`config.mk`:
```
export PLATFORM = sky130hd
export DESIGN_NAME = set_assoc_icache
export DESIGN_NICKNAME = d
export VERILOG_FILES = /design/src/rtl/set_assoc_icache_pkg.sv /design/src/rtl/set_assoc_icache_tree_plru.sv /design/src/rtl/set_assoc_icache.sv
export SDC_FILE = /design/constraint.sdc
export NUM_CORES = 2
export LEC_CHECK = 0
export ABC_CLOCK_PERIOD_IN_PS = 11960
export CORE_UTILIZATION = 33
export DETAILED_ROUTE_END_ITERATION = 6
export GPL_ROUTABILITY_DRIVEN = 0
export PLACE_DENSITY = 0.58
export SYNTH_ARGS = -nofsm -noshare
export SYNTH_HDL_FRONTEND = slang
export SYNTH_MEMORY_MAX_BITS = 65536
export SYNTH_SLANG_ARGS = --single-unit
```
`constraint.sdc`:
```
create_clock -name clk_i -period 11.96 [get_ports clk_i]
set_input_delay 3.588 -clock clk_i [delete_from_list [all_inputs] [get_ports clk_i]]
set_output_delay 3.588 -clock clk_i [all_outputs]
set_load 0.02 [all_outputs]
```
`src/rtl/set_assoc_icache_pkg.sv`:
```
// Shared types, default geometry and width helpers for the set-associative I$.
package set_assoc_icache_pkg;

  localparam int ICACHE_WAY_COUNT   = 2;
  localparam int ICACHE_INDEX_WIDTH = 4;
  localparam int ICACHE_LINE_SIZE   = 16;
  localparam int ICACHE_PADDR_WIDTH = 34;

  typedef enum logic {
    ICACHE_FETCH      = 1'b0,
    ICACHE_INVALIDATE = 1'b1
  } icache_command_e;

  typedef enum logic [2:0] {
    ST_RESET          = 3'd0,
    ST_IDLE           = 3'd1,
    ST_LOOKUP         = 3'd2,
    ST_MEM_READ       = 3'd3,
    ST_RESPOND        = 3'd4,
    ST_INVALIDATE     = 3'd5,
    ST_INVALIDATE_ACK = 3'd6
  } icache_state_e;

  // byte-offset bits inside one line
  function automatic int offset_width(input int line_size);
    return $clog2(line_size);
  endfunction

  // way index width; a direct-mapped build still carries one bit
  function automatic int way_width(input int ways);
    return (ways > 1) ? $clog2(ways) : 1;
  endfunction

  // tree-PLRU node count per set; kept at one bit minimum for WAY_COUNT=1
  function automatic int plru_width(input int ways);
    return (ways > 1) ? ways - 1 : 1;
  endfunction

endpackage

```
`src/rtl/set_assoc_icache_tree_plru.sv`:
```
// Tree pseudo-LRU for one set. Node n has children 2n+1 (left) and 2n+2
// (right); each node bit points toward the side that should be evicted next
// (0 = left, 1 = right). Way number bits, MSB first, trace the root-to-leaf path.
module set_assoc_icache_tree_plru
  import set_assoc_icache_pkg::*;
#(
  parameter int WAY_COUNT = ICACHE_WAY_COUNT
) (
  input  logic [plru_width(WAY_COUNT)-1:0] bits_i,
  input  logic [way_width(WAY_COUNT)-1:0]  access_way_i,
  output logic [way_width(WAY_COUNT)-1:0]  victim_way_o,
  output logic [plru_width(WAY_COUNT)-1:0] bits_o
);

  localparam int LEVELS = $clog2(WAY_COUNT);
  localparam int BITS_W = plru_width(WAY_COUNT);

  // follow the pointer bits from the root down to the victim leaf
  always_comb begin
    int   node;
    logic dir;
    victim_way_o = '0;
    node         = 0;
    dir          = 1'b0;
    for (int lvl = 0; lvl < LEVELS; lvl++) begin
      dir = 1'b0;
      for (int n = 0; n < BITS_W; n++) begin
        if (n == node) dir = bits_i[n];
      end
      victim_way_o[LEVELS-1-lvl] = dir;
      node = 2 * node + 1 + int'(dir);
    end
  end

  // flip every node on the accessed way's path to point away from it
  always_comb begin
    int   node;
    logic dir;
    bits_o = bits_i;
    node   = 0;
    dir    = 1'b0;
    for (int lvl = 0; lvl < LEVELS; lvl++) begin
      dir = access_way_i[LEVELS-1-lvl];
      for (int n = 0; n < BITS_W; n++) begin
        if (n == node) bits_o[n] = ~dir;
      end
      node = 2 * node + 1 + int'(dir);
    end
  end

endmodule

```
`src/rtl/set_assoc_icache.sv`:
```
// N-way set-associative instruction cache between fetch and the memory bus.
// One 32-bit word per fetch, whole-line refill on miss, tree-PLRU victim
// choice, and a one-set-per-cycle sweep for both reset and invalidate.
//
// state             | meaning
// ST_RESET          | clearing valid/PLRU of one set per cycle after reset
// ST_IDLE           | waiting for a request, reqReady high
// ST_LOOKUP         | tag compare; hit answers now and may accept the next request
// ST_MEM_READ       | line read outstanding, address held until memReadDone
// ST_RESPOND        | returning the requested word from the refilled line
// ST_INVALIDATE     | same sweep as reset, triggered by an Invalidate request
// ST_INVALIDATE_ACK | one-cycle ack with respData 0
module set_assoc_icache
  import set_assoc_icache_pkg::*;
#(
  parameter int WAY_COUNT   = ICACHE_WAY_COUNT,
  parameter int INDEX_WIDTH = ICACHE_INDEX_WIDTH,
  parameter int LINE_SIZE   = ICACHE_LINE_SIZE,
  parameter int PADDR_WIDTH = ICACHE_PADDR_WIDTH
) (
  input  logic                                          clk_i,
  input  logic                                          rst_n_i,
  input  logic                                          req_valid_i,
  output logic                                          req_ready_o,
  input  icache_command_e                               req_command_i,
  input  logic [PADDR_WIDTH-1:0]                        req_addr_i,
  output logic                                          resp_valid_o,
  output logic [31:0]                                   resp_data_o,
  output logic                                          mem_read_enable_o,
  output logic [PADDR_WIDTH-offset_width(LINE_SIZE)-1:0] mem_addr_o,
  input  logic                                          mem_read_done_i,
  input  logic [LINE_SIZE*8-1:0]                        mem_read_value_i
);

  localparam int OFF_W   = offset_width(LINE_SIZE);
  localparam int WORD_W  = OFF_W - 2;
  localparam int WORDS   = LINE_SIZE / 4;
  localparam int TAG_W   = PADDR_WIDTH - OFF_W - INDEX_WIDTH;
  localparam int LADDR_W = PADDR_WIDTH - OFF_W;
  localparam int SETS    = 1 << INDEX_WIDTH;
  localparam int WAY_W   = way_width(WAY_COUNT);
  localparam int PLRU_W  = plru_width(WAY_COUNT);
  localparam logic [INDEX_WIDTH-1:0] LAST_SET = '1;

  typedef logic [WORDS-1:0][31:0] line_t;

  icache_state_e              state_q;
  logic [INDEX_WIDTH-1:0]     sweep_q;
  logic [PADDR_WIDTH-1:2]     req_addr_q;
  logic                       resp_valid_q;
  logic [31:0]                resp_data_q;
  logic                       mem_read_enable_q;
  logic [LADDR_W-1:0]         mem_addr_q;

  logic [SETS-1:0][WAY_COUNT-1:0] valid_q;
  logic [TAG_W-1:0]               tag_q  [SETS][WAY_COUNT];
  line_t                          data_q [SETS][WAY_COUNT];
  logic [PLRU_W-1:0]              plru_q [SETS];

  logic [INDEX_WIDTH-1:0] set_idx;
  logic [TAG_W-1:0]       req_tag;
  logic [WORD_W-1:0]      word_idx;
  logic                   hit;
  logic [WAY_W-1:0]       hit_way;
  logic                   has_free;
  logic [WAY_W-1:0]       free_way;
  logic [WAY_W-1:0]       plru_victim;
  logic [WAY_W-1:0]       victim_way;
  logic [WAY_W-1:0]       plru_access_way;
  logic [PLRU_W-1:0]      plru_cur;
  logic [PLRU_W-1:0]      plru_next;
  logic                   lookup_hit;
  logic                   accept;
  line_t                  hit_line;
  line_t                  fill_line;
  logic [31:0]            hit_word;
  logic [31:0]            fill_word;
  logic                   unused_addr_bits;

  // instruction words are 4-byte aligned; the two low address bits carry nothing
  assign unused_addr_bits = ^req_addr_i[1:0];

  assign set_idx  = req_addr_q[OFF_W +: INDEX_WIDTH];
  assign req_tag  = req_addr_q[PADDR_WIDTH-1 -: TAG_W];
  assign word_idx = req_addr_q[OFF_W-1:2];

  // tag compare across the addressed set, plus the lowest-numbered free way
  always_comb begin
    hit      = 1'b0;
    hit_way  = '0;
    has_free = 1'b0;
    free_way = '0;
    for (int w = 0; w < WAY_COUNT; w++) begin
      if (valid_q[set_idx][w] && (tag_q[set_idx][w] == req_tag)) begin
        hit     = 1'b1;
        hit_way = WAY_W'(w);
      end
    end
    for (int w = WAY_COUNT - 1; w >= 0; w--) begin
      if (!valid_q[set_idx][w]) begin
        has_free = 1'b1;
        free_way = WAY_W'(w);
      end
    end
  end

  assign plru_cur        = plru_q[set_idx];
  assign victim_way      = has_free ? free_way : plru_victim;
  assign plru_access_way = (state_q == ST_LOOKUP) ? hit_way : victim_way;

  set_assoc_icache_tree_plru #(
    .WAY_COUNT (WAY_COUNT)
  ) u_plru (
    .bits_i       (plru_cur),
    .access_way_i (plru_access_way),
    .victim_way_o (plru_victim),
    .bits_o       (plru_next)
  );

  assign hit_line   = data_q[set_idx][hit_way];
  assign hit_word   = hit_line[word_idx];
  assign fill_line  = line_t'(mem_read_value_i);
  assign fill_word  = fill_line[word_idx];
  assign lookup_hit = (state_q == ST_LOOKUP) && hit;

  // a hit answers in the lookup cycle itself so back-to-back hits stream
  assign req_ready_o       = (state_q == ST_IDLE) || lookup_hit;
  assign accept            = req_valid_i && req_ready_o;
  assign resp_valid_o      = resp_valid_q || lookup_hit;
  assign resp_data_o       = lookup_hit ? hit_word : resp_data_q;
  assign mem_read_enable_o = mem_read_enable_q;
  assign mem_addr_o        = mem_addr_q;

  // controller FSM together with the tag/data/valid/PLRU array updates
  always_ff @(posedge clk_i) begin
    if (!rst_n_i) begin
      state_q           <= ST_RESET;
      sweep_q           <= '0;
      req_addr_q        <= '0;
      resp_valid_q      <= 1'b0;
      resp_data_q       <= '0;
      mem_read_enable_q <= 1'b0;
      mem_addr_q        <= '0;
    end else begin
      resp_valid_q <= 1'b0;
      resp_data_q  <= '0;
      unique case (state_q)
        ST_RESET, ST_INVALIDATE: begin
          valid_q[sweep_q] <= '0;
          plru_q[sweep_q]  <= '0;
          sweep_q          <= sweep_q + 1'b1;
          if (sweep_q == LAST_SET) begin
            if (state_q == ST_INVALIDATE) begin
              state_q      <= ST_INVALIDATE_ACK;
              resp_valid_q <= 1'b1;
            end else begin
              state_q <= ST_IDLE;
            end
          end
        end
        ST_IDLE, ST_LOOKUP: begin
          if (lookup_hit) plru_q[set_idx] <= plru_next;
          if ((state_q == ST_LOOKUP) && !hit) begin
            state_q           <= ST_MEM_READ;
            mem_read_enable_q <= 1'b1;
            mem_addr_q        <= req_addr_q[PADDR_WIDTH-1:OFF_W];
          end else if (accept) begin
            req_addr_q <= req_addr_i[PADDR_WIDTH-1:2];
            if (req_command_i == ICACHE_INVALIDATE) begin
              state_q <= ST_INVALIDATE;
              sweep_q <= '0;
            end else begin
              state_q <= ST_LOOKUP;
            end
          end else begin
            state_q <= ST_IDLE;
          end
        end
        ST_MEM_READ: begin
          if (mem_read_done_i) begin
            valid_q[set_idx][victim_way] <= 1'b1;
            tag_q[set_idx][victim_way]   <= req_tag;
            data_q[set_idx][victim_way]  <= fill_line;
            plru_q[set_idx]              <= plru_next;
            mem_read_enable_q            <= 1'b0;
            resp_valid_q                 <= 1'b1;
            resp_data_q                  <= fill_word;
            state_q                      <= ST_RESPOND;
          end
        end
        ST_RESPOND:        state_q <= ST_IDLE;
        ST_INVALIDATE_ACK: state_q <= ST_IDLE;
        default:           state_q <= ST_RESET;
      endcase
    end
  end

endmodule
```
# After elaboration in Yosys (flattened, before gate mapping)
# Memories as Yosys holds them, arrays and structs flattened. A register that Yosys moved wholly into a read port is not among the register bits.
# Cells that the tools add are included.
# op_classes
n_eq_ne	15
n_addsub	1
muxes	70
n_lt_le_gt_ge	10
bitwise_logic	8
n_reduce_logical	27
# ops
operator	n
$mux 128	4
$mux 256	1
$bmux 32 s2	2
$demux 128 s1	1
$mux 32	4
$pmux 32 s2	1
$eq 26x26->1	2
$mux 52	1
$mux 4	10
$and 32x32->32	1
$not 32->32	1
$or 32x32->32	1
$mux 1	27
$demux 26 s1	1
$mux 26	1
$mux 3	6
$demux 2 s4	2
$ne 2x2->1 const B	6
$pmux 3 s4	1
$reduce_and 3->1	4
$lt 4x5->1 const B	2
$eq 3x3->1 const B	3
$logic_and 1x1->1	9
$bmux 2 s4	1
other kinds (25)	39
# word_totals
out_inout_bits	65
regBits	135
n_memories	3
word_cells	157
input_bits	167
ram_bits	4944
# memory_table
name	depth	width	rd	rd_clocked_by_memory_dff	write_ports	line	source
data_q	16	256	1	1	1	set_assoc_icache.sv:57	line_t data_q [SETS][WAY_COUNT];
tag_q	16	52	1	1	1	set_assoc_icache.sv:56	logic [TAG_W-1:0] tag_q [SETS][WAY_COUNT];
plru_q	16	1	1	1	1	set_assoc_icache.sv:58	logic [PLRU_W-1:0] plru_q [SETS];

# Depth between registers and ports, before layout
# depth
word_depth	14
depth_mapped	19
mapped_depth_nobuf	11

# By module
# From an unflattened synthesis, not the netlist that was laid out.
# unflattened
hier_cells	8211
area_unflattened_um2	195861.6
# modules_own_cells
module	area_each_um2	cells_per_inst	n_inst
set_assoc_icache	195850.3	8209	1
set_assoc_icache_tree_plru	11.3	2	1

# Least setup slack after synthesis
# No wires, ideal clock.
# synth_timing
path_type	input port to flip-flop
startpoint	input port rst_n_i
endpoint	memory data_q[10][128] (netlist bit) (enable)
setup_ps	670
stages	6
setup_slack_ps	522
n_path_buf	3
t_arrival_ps	10767
required_ps	11290
cell_sequence	and3_1 clkbuf_1 nand2b_1 clkbuf_1 clkbuf_1 nor2_1
# synth_between
elab_chain_cells	2
# synth_lines
item	line	source
from (decl)	set_assoc_icache.sv:22	input logic rst_n_i,
$mux 1	set_assoc_icache.sv:136	if (!rst_n_i) begin
$mux 256 (implied by the code)	set_assoc_icache.sv:183	data_q[set_idx][victim_way] <= fill_line;
to (decl)	set_assoc_icache.sv:57	
# Every way passes these cells.

==> results.json <==
{
  "yosysUniqueCellTypes": 67,
  "critical_path_class": "reg2out",
  "setup_tns_ns": 0,
  "skew_ns": 0.0550,
  "grt.overflow.total": 0,
  "p_per_area_mw_per_mm2": 158,
  "share_comb_of_total_power": 0.011,
  "ys_seq_area_frac": 0.774,
  "pre_cts_ws_ns": 1.25,
  "final_common_cell": "edfxtp_1",
  "drv_slew": 0,
  "die_y_um": 772,
  "cp-end-kind": "output port",
  "post_dp_cell_area_mm2": 0.210,
  "fin_nets": 9026,
  "coreArea_mm2": 0.590,
  "crit_required_ns": 8.37,
  "fmax_mhz": 84.6,
  "arrival_ns": 8.23,
  "yosys_warnings": 0,
  "post-synth-top-area-cell": "edfxtp_1",
  "cap_violations": 0,
  "grt_pass1_vias": 96020,
  "drt_wl_total_mm": 557,
  "netSwitchingPower_uw": 7220,
  "io_pins": 232,
  "synth_area_leaders": "edfxtp_1 76%, mux4_2 18%, dfxtp_1 1.1%",
  "ys_ff_latch": 5083,
  "status": "completed",
  "critPathMaxFanout": 64,
  "fin_ws_ns": 0.141,
  "grt_max_degree": 114,
  "clockBufferDepth": 4,
  "ant_nets": 0,
  "cts.sinks": 5083,
  "rows": 282,
  "drive_above_1_share": 0.292,
  "cts-root-buf": "clkbuf_16",
  "io_buffers": 229,
  "drc": 0,
  "num_vias": 94734,
  "min_period_over_period": 0.988,
  "die_x_um": 772,
  "dieArea_mm2": 0.596,
  "cp-start-kind": "register",
  "nFillCells": 51960,
  "switching_share": 0.201,
  "maxSlewHeadroom": 0.109,
  "clk_pin_slew_ns": 0.06,
  "power_leakage_uw": 0.0668,
  "h-tree-depth": 6,
  "area_growth_pct": 15.6,
  "worst_pin_slew_ns": 1.33,
  "worstSkewPairLatency_ns": 1.08,
  "syn_nets": 8351,
  "firstDrtPassIters": 6,
  "synth_area_mm2": 0.196,
  "cts_tree": "done",
  "seqPwrFrac": 0.544,
  "hold_class": "reg2reg",
  "fin_area_mm2": 0.226,
  "drt_iter0_drc": 12063,
  "syn_area_per_cell_um2": 23.9,
  "dp_hpwl_mm": 302,
  "grtUsageTotal": 0.183,
  "vias_per_cell": 5.54,
  "synth-async-reset-ratio": 0,
  "cts_buffers": 530,
  "p_clk_frac": 0.445,
  "start_util": 0.332,
  "synth_ff_type": "edfxtp_1",
  "min_period_ns": 11.82,
  "yosys.area.top_type_share": 0.763,
  "ir_worst_vdd_mv": 0.144,
  "setup_viol": 0,
  "antenna_found_initial": 76,
  "synth_edf_count": 4976,
  "synthCells": 8180,
  "grt_pass1_wl_mm": 768,
  "cts.hold.buffers_added": 0,
  "routedWlPerCell_um": 32.6,
  "rsz0062_at_grt": "no",
  "hold_viol_final": 0,
  "final_cell_mix": "4976 x edfxtp_1, 1539 x mux4_2, 546 x clkbuf_16, 312 x buf_4, 226 x clkdlybuf4s50_1",
  "cts_resized": 0,
  "p_int_uw": 28700
}
==> final cells by class <==
class	count	area, um2	area share
multi-input combinational	2620	42300	0.187
clock inverter	278	2540	0.0112
sequential	5083	152000	0.669
inverter	17	71.3	0.000315
tap	7810	9770	0.0432
antenna	16	40.0	0.000177
clock buffer	676	14200	0.0628
timing repair buffer	603	5860	0.0259
==> repair_timing <==
action / CTS / global route
hold endpoints to repair: 0 / 0
setup endpoints to repair: 0 / 3
buffers inserted: 0 / 1
==> through the flow <==
stage,power (uW),hold WS (ns),std cells,utilization
finish,35900,0.520,17103,0.384
detailed placement,20300,0.511,16132,0.355
global route,36800,0.541,17090,0.384
floorplan,19900,0.515,8180,-
global placement,20300,0.495,16132,0.355
CTS,36100,0.529,17086,0.383
==> routing by layer <==
metal	up-vias	GRT usage	part of all wire
met5	-	0	0.00025
met4	20	0.0492	0.029
met3	880	0.0274	0.084
met2	4695	0.297	0.47
met1	52517	0.258	0.41
li1	36622	-	-
==> power groups by stage <==
| stage | clock network (uW) | logic, uW | registers [uW] |
|---|---|---|---|
| final | 16000 | 401 | 19500 |
| after global routing | 16900 | 424 | 19500 |
| after CTS | 16200 | 404 | 19500 |
| after detailed placement | 0 | 404 | 19900 |
| after global placement | 0 | 376 | 19900 |
| after floorplan | 0 | 34.8 | 19900 |
==> worst max-delay path: stages, from the launching register on <==
cell and delay, ns:
dfxtp_4 0.97, buf_4 0.45, mux4_2 0.35, mux2i_1 0.17, xor2_1 0.27, nand3_1 0.13
a211oi_1 0.83, nand4_1 0.64, nor3_4 0.47, buf_12 0.41, nor2_1 0.27, nor2_4 0.27
buf_12 0.29, nor2_1 0.12, a31oi_1 0.53, clkdlybuf4s50_1 0.73
==> Yosys cell counts (3+ instances only) <==
master / number
nor4_1: 4
edfxtp_1: 4976
a31oi_1: 39
a211o_1: 20
mux2_2: 31
o2bb2ai_1: 4
inv_1: 17
or2_2: 3
ha_1: 4
nor3_1: 11
xor2_1: 30
a2bb2oi_1: 3
mux4_2: 1539
nand3_1: 31
a22o_1: 5
o21a_1: 4
nand2b_1: 25
and2_1: 42
buf_4: 24
a22oi_1: 23
a21oi_1: 24
o21ai_0: 53
o221ai_1: 5
nand2_1: 151
mux2i_1: 200
clkbuf_1: 206
a221oi_1: 9
a211oi_1: 24
buf_1: 52
nand4_1: 10
xnor2_1: 29
nor2b_1: 101
dfxtp_1: 107
o22ai_1: 29
nand3b_1: 5
nor2_1: 97
and3b_1: 5
buf_2: 167
buf_6: 11
o211ai_1: 17
a21o_1: 3
and3_1: 9
==> worst paths after layout <==
check / start / to / slack, ns / cells after the start
worst min-delay path: mem_addr_o[16] / mem_addr_o[16] / 0.52 / 2
worst min register to register: mem_addr_o[16] / mem_addr_o[16] / 0.52 / 2
worst max register to register: register / data_q[1][253] / 5.18 / 9
worst max-delay path: register / resp_data_o[19] / 0.14 / 15
==> registers in the layout, summed over array words and instances (netlist names), named ones only <==
signal,flops
data_q,4096
tag_q,832
req_addr_q,32
resp_data_q,32
valid_q,32
mem_addr_o,30
plru_q,16
sweep_q,4
state_q,3
mem_read_enable_o,1
resp_valid_q,1
==> cell families after synthesis <==
logic type                 synth area share
DFF                                   0.774
and+or+nand+nor                      0.0130
buffers and inverters                0.0111
adders and majority gates          0.000256
AOI/OAI and AO/OA                   0.00988
muxes                                 0.189
xor gates and xnor gates            0.00264
No activity file was read; power rests on OpenSTA's default activity.
